`src/rtl/lii_arb_pkg.sv`:
```
// lii_arb_pkg: shared state encoding and default width for the LII TX arbiter
package lii_arb_pkg;

    typedef enum logic [1:0] {
        IDLE  = 2'd0,
        LOCK0 = 2'd1,
        LOCK1 = 2'd2
    } arb_state_t;

    localparam int LII_DATA_WIDTH = 64;

endpackage

```
`src/rtl/lii_arb_rr2.sv`:
```
// lii_arb_rr2: two-way round-robin picker; the port not granted last wins a tie
module lii_arb_rr2 (
    input  logic [1:0] req,
    input  logic       last,
    output logic [1:0] gnt
);

    // a lone requester always wins, on a tie the port other than last wins
    always_comb begin
        gnt[0] = req[0] && (!req[1] || last);
        gnt[1] = req[1] && (!req[0] || !last);
    end

endmodule

```
`src/rtl/lii_tx_arbiter.sv`:
```
// lii_tx_arbiter: merges two LII packet streams onto one, switching only at packet
// boundaries; optional per-port packet counters under LII_ARB_STATS_EN
module lii_tx_arbiter
    import lii_arb_pkg::*;
#(
    parameter int DATA_WIDTH       = LII_DATA_WIDTH,
    parameter int BYTES_VLD_LENGTH = $clog2(DATA_WIDTH/8)+1,
    parameter int CNT_WIDTH        = 32
) (
    input  logic                        CLK,
    input  logic                        RESET_N,
    input  logic [DATA_WIDTH-1:0]       RX0_DATA,
    input  logic [BYTES_VLD_LENGTH-1:0] RX0_BYTES_VLD,
    input  logic                        RX0_SOF,
    input  logic                        RX0_EOF,
    input  logic                        RX0_VLD,
    output logic                        RX0_RDY,
    input  logic [DATA_WIDTH-1:0]       RX1_DATA,
    input  logic [BYTES_VLD_LENGTH-1:0] RX1_BYTES_VLD,
    input  logic                        RX1_SOF,
    input  logic                        RX1_EOF,
    input  logic                        RX1_VLD,
    output logic                        RX1_RDY,
    output logic [DATA_WIDTH-1:0]       TX_DATA,
    output logic [BYTES_VLD_LENGTH-1:0] TX_BYTES_VLD,
    output logic                        TX_SOF,
    output logic                        TX_EOF,
    output logic                        TX_VLD,
    input  logic                        TX_RDY
`ifdef LII_ARB_STATS_EN
    ,
    output logic [CNT_WIDTH-1:0]        STAT_PKT0,
    output logic [CNT_WIDTH-1:0]        STAT_PKT1
`endif
);

    arb_state_t state;
    logic       last;
    logic [1:0] vld, sof, eof, req, gnt;
    logic       lock, sel, hit;

    assign vld = {RX1_VLD, RX0_VLD};
    assign sof = {RX1_SOF, RX0_SOF};
    assign eof = {RX1_EOF, RX0_EOF};
    assign req = (state == IDLE) ? (vld & sof) : 2'b00;

    lii_arb_rr2 u_rr (
        .req  (req),
        .last (last),
        .gnt  (gnt)
    );

    // select the connected port and whether its word is forwarded this cycle
    always_comb begin
        lock = state != IDLE;
        sel  = (state == LOCK1) || (!lock && gnt[1]);
        hit  = lock ? (vld[sel] && !sof[sel]) : |gnt;
    end

    // zero-latency datapath; words outside packet framing are consumed but not forwarded
    always_comb begin
        RX0_RDY      = RESET_N && TX_RDY && (lock ? !sel : (gnt[0] || (vld[0] && !sof[0])));
        RX1_RDY      = RESET_N && TX_RDY && (lock ?  sel : (gnt[1] || (vld[1] && !sof[1])));
        TX_VLD       = RESET_N && hit;
        TX_DATA      = sel ? RX1_DATA : RX0_DATA;
        TX_BYTES_VLD = !TX_VLD ? '0 : sel ? RX1_BYTES_VLD : RX0_BYTES_VLD;
        TX_SOF       = TX_VLD && sof[sel];
        TX_EOF       = TX_VLD && eof[sel];
    end

    // packet lock state and last-granted port advance only on an accepted word
    always_ff @(posedge CLK or negedge RESET_N) begin
        if (!RESET_N) begin
            state <= IDLE;
            last  <= 1'b1;
        end else if (TX_RDY && hit) begin
            state <= eof[sel] ? IDLE : sel ? LOCK1 : LOCK0;
            last  <= sel;
        end
    end

`ifdef LII_ARB_STATS_EN
    logic [CNT_WIDTH-1:0] cnt0, cnt1;

    // count packets completed per source port, wrapping naturally
    always_ff @(posedge CLK or negedge RESET_N) begin
        if (!RESET_N) begin
            cnt0 <= '0;
            cnt1 <= '0;
        end else if (TX_RDY && hit && eof[sel]) begin
            if (sel) cnt1 <= cnt1 + CNT_WIDTH'(1);
            else     cnt0 <= cnt0 + CNT_WIDTH'(1);
        end
    end

    assign STAT_PKT0 = cnt0;
    assign STAT_PKT1 = cnt1;
`endif

endmodule

```
`config.mk`:
```
export PLATFORM = sky130hd
export DESIGN_NAME = lii_tx_arbiter
export DESIGN_NICKNAME = d
export VERILOG_FILES = /design/src/rtl/lii_arb_pkg.sv /design/src/rtl/lii_arb_rr2.sv /design/src/rtl/lii_tx_arbiter.sv
export SDC_FILE = /design/constraint.sdc
export NUM_CORES = 1
export LEC_CHECK = 0
export BUFFER_PORTS_ARGS = -buffer_cell sky130_fd_sc_hd__buf_2
export CAP_MARGIN = 10
export CORE_AREA = 4 4 82 84
export CTS_BUF_LIST = sky130_fd_sc_hd__clkbuf_4 sky130_fd_sc_hd__clkbuf_8
export DETAILED_ROUTE_END_ITERATION = 16
export DIE_AREA = 0 0 86 88
export GPL_ROUTABILITY_DRIVEN = 0
export HOLD_SLACK_MARGIN = 0.1
export PLACE_DENSITY = 0.67
export SLEW_MARGIN = 10
export SYNTH_ARGS = -nofsm -noshare
export SYNTH_HDL_FRONTEND = slang
export SYNTH_HIERARCHICAL = 1
export SYNTH_SLANG_ARGS = --single-unit
```
`constraint.sdc`:
```
create_clock -name CLK -period 2.19 [get_ports CLK]
set_clock_uncertainty 0.05 [all_clocks]
set_input_delay 0.1095 -clock CLK [delete_from_list [all_inputs] [get_ports CLK]]
set_output_delay 0.1095 -clock CLK [all_outputs]
set_load 0.01 [all_outputs]
```
==> metrics.md, run 1 <==
| Metric | Value |
|---|---|
| Status | finished, final reports clean |
| Setup_tns | 0 ns |
| # setup viols final | 0 |
| Htree depth | 1 |
| Initial antenna violation count | 0 |
| Hold_ws | 0.146 ns |
| Detailed Place HPWL | 5330 um |
| Final wirelength | 6760 um |
| RSZ-0062 raised after global routing | true |
| Core Region | 5920 sq um |
| Max_cap viols | 0 |
| Final Hold Vio Count | 0 |
| Worst setup margin | 0.0646 ns |
| Final min period | 2.13 ns |
| Post-place setup slack | 0.167 ns |
| Hold Crit Class | in -> reg |
| Total leakage power | 1.74 nW |
| Clock-pin slew of the registers on the worst-case setup and hold paths | 0.03 ns |
| PnR Total Power | 2.21 mW |
| EDFF count, synth | 0 |
| Critical path class | reg -> out |
| Synth cell types | 31 |
| Element type at the critical path end | primary output |
| Vias/cell | 4.31 |
| Antenna-violating nets left | 0 |
| Multi-input logic area | 1100 sq um |
| Peak supply drop | 382 uV |
| Via count | 2433 |
| Average size of a mapped cell | 4.55 sq um |
| WL per Instance | 12.0 um |
| Register area | 76.3 sq um |
| GRT overflow | 0 |
| Commonest cells post-synth | nand2_1 (205), clkbuf_1 (12), a21oi_1 (7) |
| Synth warn | 6 |
| Met2 Track Usage GR | 28.4% |
| Num rows | 28 |
| Mapped Cells | 269 |
| First DRT Iteration DRCs | 78 |
| Period utilisation layout | 97.1% |
| CTS buffer count | 3 |
| Crit start category | flop |
| Fill count | 660 |
| Critical-path maximum fanout | 7 |
| Layout cells sized above 1 | 51.6% |
| Vias in the first global route | 2214 |
| Clock buffer depth | 2 |
| Die Height | 88 um |
| Largest net degree at the start of global routing | 39 |
| Syn nets | 414 |
| Gr busiest metal | met2 |
| Slew Viols, Final | 0 |
| Most frequent cell after synthesis | nand2_1 |
| Final core utilization | 44.4% |
| Met1 Usage GRT | 16.9% |
| Worst-Margin Slew | 0.252 ns |
| Worst path required time | 2.03 ns |
| Layout area overhead | 115% |
| Nets | 636 |
| Fmax | 470 MHz |
| Synthesized area | 1220 sq um |
| DRC | 0 |
| Initial core utilization | 20.7% |
| PortBufs | 217 |
| I/O pins | 218 |
| TritonCTS clock tree | built |
| Gr usage total | 14.9% |
| Die area | 7570 sq um |
| Power Density | 839 nW/um^2 |
| Root Driver | clkbuf_8 |
| Clk_lat worst skew | 0.21 ns |
| Sink Count | 3 |
| Post-synth top flop | dfrtp_1 |
| Pre-antenna DRT Iters | 4 |
| Sequential area share after synthesis | 6.24% |
| Crit path DAT | 1.97 ns |
| Post-synth ARST share | 100% |
| Top-area cell type share of the netlist area | 62.9% |
| Routing usage on met3 | 4.33% |
| Flops & latches, synth | 3 |
| Rel. slew slack | 83.1% |
| Die W | 86 um |
| Synth area leaders | nand2_1 (63%), dfrtp_1 (4.1%), clkbuf_1 (3.7%), a21oi_1 (2.9%), dfstp_2 (2.1%) |
| First-pass GRT wire length | 9540 um |
| Ant diodes | 0 |
| Area leader, netlist | nand2_1 |
## final cells by class
cell class / instances / share of cell area [%]
well taps: 75 / 3.57
multi-input cells: 246 / 41.8
inverters: 3 / 0.428
clock buffers: 4 / 1.85
flip-flops and latches: 3 / 2.90
repair buffers: 234 / 49.5
## metrics by stage
stage / std cells / area [sq um]
3_3_place_gp: 551 / 2410
6_report: 565 / 2630
2_1_floorplan: 269 / 1220
4_1_cts: 559 / 2510
3_5_place_dp: 551 / 2410
5_1_grt: 565 / 2630
## logic make-up after synthesis
group	Yosys count	share of synthesized area, %
compound gates	20	10.6
buf+inv	20	7.67
flops	3	6.24
mux	1	1.23
simple gates	225	74.2
## worst max-delay path, stage by stage (launching register included)
cell and delay [ns]:
dfrtp_1 0.37, nor2_2 0.14, and3_4 0.21, a21boi_4 0.08, or4_4 0.49, and4_4 0.19
nand2_4 0.09, a21oi_1 0.05, buf_2 0.13
## power by group
part / switching (mW) / leakage (nW) / internal, mW / total [mW]
clock: 0.0341 / 0.0262 / 0.136 / 0.170
sequential: 0.0145 / 0.0357 / 0.0786 / 0.0931
combinational: 1.07 / 1.68 / 0.873 / 1.95
total: 1.12 / 1.74 / 1.09 / 2.21
## layout by cell type (no fill, tap or decap), types with 2 or more instances in the layout
cell / instances
buf_6: 4
buf_2: 217
a2bb2oi_1: 2
nor3_1: 2
buf_12: 2
clkbuf_16: 2
nand2b_1: 4
o21ai_0: 2
clkbuf_8: 3
dlygate4sd3_1: 2
buf_4: 6
and3_4: 2
a21oi_1: 7
nand2_1: 205
nor2_2: 2
inv_1: 3
dfrtp_1: 2
## per-layer routing
layer,up-vias,part of all wire (%)
met4,0,0
met1,1064,38
li1,1272,-
met2,97,54
met5,-,0
met3,0,8.1
## repair_timing
| item | in CTS | in global routing |
|---|---|---|
| resized for setup | 4 | 10 |
| setup endpoints to repair | 50 | 72 |
| cloned | 0 | 3 |
| hold endpoints to repair | 4 | 0 |
| buffers inserted | 3 | 3 |
| hold buffers | 2 | 0 |
| pin swaps | 4 | 2 |
## path summary, 6_finish.rpt
path                          start        to  slack (ns)  depth (start not counted)
min in group asynchronous   RESET_N  state[1]        0.20                          2
max reg2reg                state[0]  state[1]        0.27                          8
max in group asynchronous   RESET_N      last        1.67                          2
min reg2reg                    last      last        0.48                          2
min                          TX_RDY      last        0.15                          3
max                        state[0]    TX_SOF        0.06                          8
## flip-flops by register name, indices dropped and copies added (netlist names)
| signal | flops |
|---|---|
| last | 1 |
| state | 2 |
Note: power is estimated with default switching activity, not from simulation.
==> run 2: changes to the inputs <==
Settings changed: CTS_BUF_LIST sky130_fd_sc_hd__clkbuf_4 sky130_fd_sc_hd__clkbuf_8 to not set.
==> run 2 against run 1 <==
Net effect:
- core utilization fell by 0.063 points
- cell count unchanged
- count of clock-buffer cells in the layout unchanged
- final area fell by 0.14%
- die area stayed put
- global-route usage unchanged
- sequential cell count did not move
- non-clock buffer count did not move
- first-iteration DRC count unchanged
- critical path type unchanged
- largest cell class unchanged
- highest routed layer unchanged
==> metrics.md, run 2 (synthesized netlist as in run 1, its figures left out) <==
| Metric | Value |
|---|---|
| Max_cap viols | 0 (unchanged) |
| WL per Instance | 12.0 um (about the same) |
| Worst Setup SP | state[0] |
| PortBufs | 217 (unchanged) |
| Largest Register | state |
| Sequential share of power | 4.2% (about the same) |
| Largest stage delay, worst path | 0.49 ns (about the same) |
| Htree depth | 1 (unchanged) |
| Clock buffer depth | 2 (unchanged) |
| GRT overflow | 0 (unchanged) |
| Antenna-violating nets left | 0 (unchanged) |
| Worst setup margin | 0.0645 ns (-0.0000133 ns) |
| CP Cell Sequence | nor2_2 > and3_4 > a21boi_4 > or4_4 > and4_4 > nand2_4 > a21oi_1 > buf_2 |
| Post-Layout Cell Count | 565 (unchanged) |
| Top flop regs | state: 2 flops, last: 1 flops |
| CTS buffer count | 3 (unchanged) |
| RSZ-0062 raised after global routing | true |
| First DRT Iteration DRCs | 78 (unchanged) |
| Layout cells sized above 1 | 51.4% (-0.20 points) |
| Detailed Place HPWL | 5330 um (unchanged) |
| Worst path required time | 2.03 ns (about the same) |
| Clk_lat worst skew | 0.21 ns (about the same) |
| Gr usage total | 14.9% (unchanged) |
| Element type at the critical path end | primary output |
| Status | finished, final reports clean |
| Hold_ws | 0.146 ns (-0.0000130 ns) |
| First-pass GRT wire length | 9540 um (unchanged) |
| Final min period | 2.13 ns (+0.0000133 ns) |
| Core Region | 5920 sq um (unchanged) |
| Nets | 636 (unchanged) |
| Initial antenna violation count | 0 (unchanged) |
| Layout area overhead | 115% |
| Die Height | 88 um (unchanged) |
| Period utilisation layout | 97.1% (about the same) |
| Clock power frac | 7.2% (-0.5 points) |
| Largest net degree at the start of global routing | 39 (unchanged) |
| Sink Count | 3 (unchanged) |
| Fmax | 470 MHz (about the same) |
| Num rows | 28 (unchanged) |
| Rel. slew slack | 83.1% (unchanged) |
| Cells after DPL | 551 (unchanged) |
| Critical path class | reg -> out |
| Via count | 2433 (unchanged) |
| Slew Viols, Final | 0 (unchanged) |
| Root Driver | clkbuf_8 |
| Gate power share | 88.6% (+0.5 points) |
| Initial core utilization | 20.7% (unchanged) |
| PnR Total Power | 2.20 mW (-0.56%) |
| Hold Crit Class | in -> reg |
| I/O pins | 218 (unchanged) |
| Most frequent cells in the layout | buf_2 (217), nand2_1 (205), a21oi_1 (7), buf_4 (6) |
| Crit start category | flop |
| Peak supply drop | 382 uV (about the same) |
| Final wirelength | 6760 um (about the same) |
| Max reg flops | 2 (unchanged) |
| Pre-antenna DRT Iters | 4 (unchanged) |
| Final Hold Vio Count | 0 (unchanged) |
| Ant diodes | 0 (unchanged) |
| Slowest-stage cell, CP | or4_4 |
| Post-place setup slack | 0.167 ns (unchanged) |
| Sw frac | 51.0% (+0.29 points) |
| DRC | 0 (unchanged) |
| Crit path DAT | 1.97 ns (about the same) |
| Total leakage power | 1.74 nW (-0.20%) |
| Placed Area | 2410 sq um (unchanged) |
| Die W | 86 um (unchanged) |
| Clock-pin slew of the registers on the worst-case setup and hold paths | 0.03 ns (about the same) |
| P_int | 1.08 mW (-1.1%) |
| Critical path's top delay family | simple AND/OR/NAND/NOR gates |
| R2r startpoint | state[0] |
| Switch Pwr | 1.12 mW (about the same) |
| Worst-Margin Slew | 0.252 ns (unchanged) |
| Die area | 7570 sq um (unchanged) |
| Critical-path maximum fanout | 7 (unchanged) |
| Min-delay src | TX_RDY |
| Fin area | 2630 sq um (-0.14%) |
| Commonest non-fill, non-tap cell in the layout | buf_2 |
| Power Density | 836 nW/um^2 (-0.41%) |
| # setup viols final | 0 (unchanged) |
| Buf+Inv Stages, Crit Path | 1 (unchanged) |
| Vias in the first global route | 2214 (unchanged) |
| TritonCTS clock tree | built |
| Vias/cell | 4.31 (unchanged) |
[run 2: cell counts in the layout (fill, tap and decap cells not counted)]
Identical to the previous run, type by type.
[run 2: path summary, 6_finish.rpt]
check	endpoint	slack, ns	depth (start not counted)
max	TX_SOF	0.06	8
min	last	0.15	3
max in group asynchronous	last	1.67	2
min reg2reg	last	0.48	2
min in group asynchronous	state[1]	0.20	2
max reg2reg	state[1]	0.27	8
[run 2: worst reg2reg max path, delay by kind of cell, from the launching register on]
kind                   cells  cell delay (ns)
AND/OR/NAND/NOR            5             1.02
flip-flops                 1             0.37
AO/OA/AOI/OAI              2             0.22
buffers and inverters      1             0.15
[run 2: layout make-up]
cell class | instances | area [sq um]
clock buffers | 4 | 45.0
multi-input cells | 246 | 1100
flip-flops and latches | 3 | 76.3
well taps | 75 | 93.8
repair buffers | 234 | 1300
fillers | 660 | 3290
inverters | 3 | 11.3
[run 2: power by group through the flow]
stage | sequential (mW) | combinational (mW) | clock, mW
floorplan | 0.0855 | 1.04 | 0
global placement | 0.0877 | 1.72 | 0
detailed placement | 0.0887 | 1.74 | 0
CTS | 0.0900 | 1.79 | 0.165
global route | 0.0961 | 2.16 | 0.168
finish | 0.0931 | 1.95 | 0.158
[run 2: per-layer routing]
metal | share of wire (%) | up-vias | GRT usage [%]
li1 | - | 1272 | -
met1 | 38 | 1064 | 16.9
met2 | 54 | 97 | 28.4
met3 | 8.1 | 0 | 4.33
met4 | 0 | 0 | 1.44
met5 | 0 | - | 0
[run 2: per-stage QoR]
step	TNS [ns]	util, %
finish	0	44.4
global route	-0.780	44.4
CTS	0	42.4
detailed placement	0	40.8
global placement	0	40.8
floorplan	0	-
[run 2: timing repair]
action	CTS	global route
endpoints found under the setup margin	50	72
hold endpoints to repair	4	0
buffers inserted	3	3
hold buffers	2	0
resized for setup	4	10
pin swaps	4	2
gates cloned	0	3
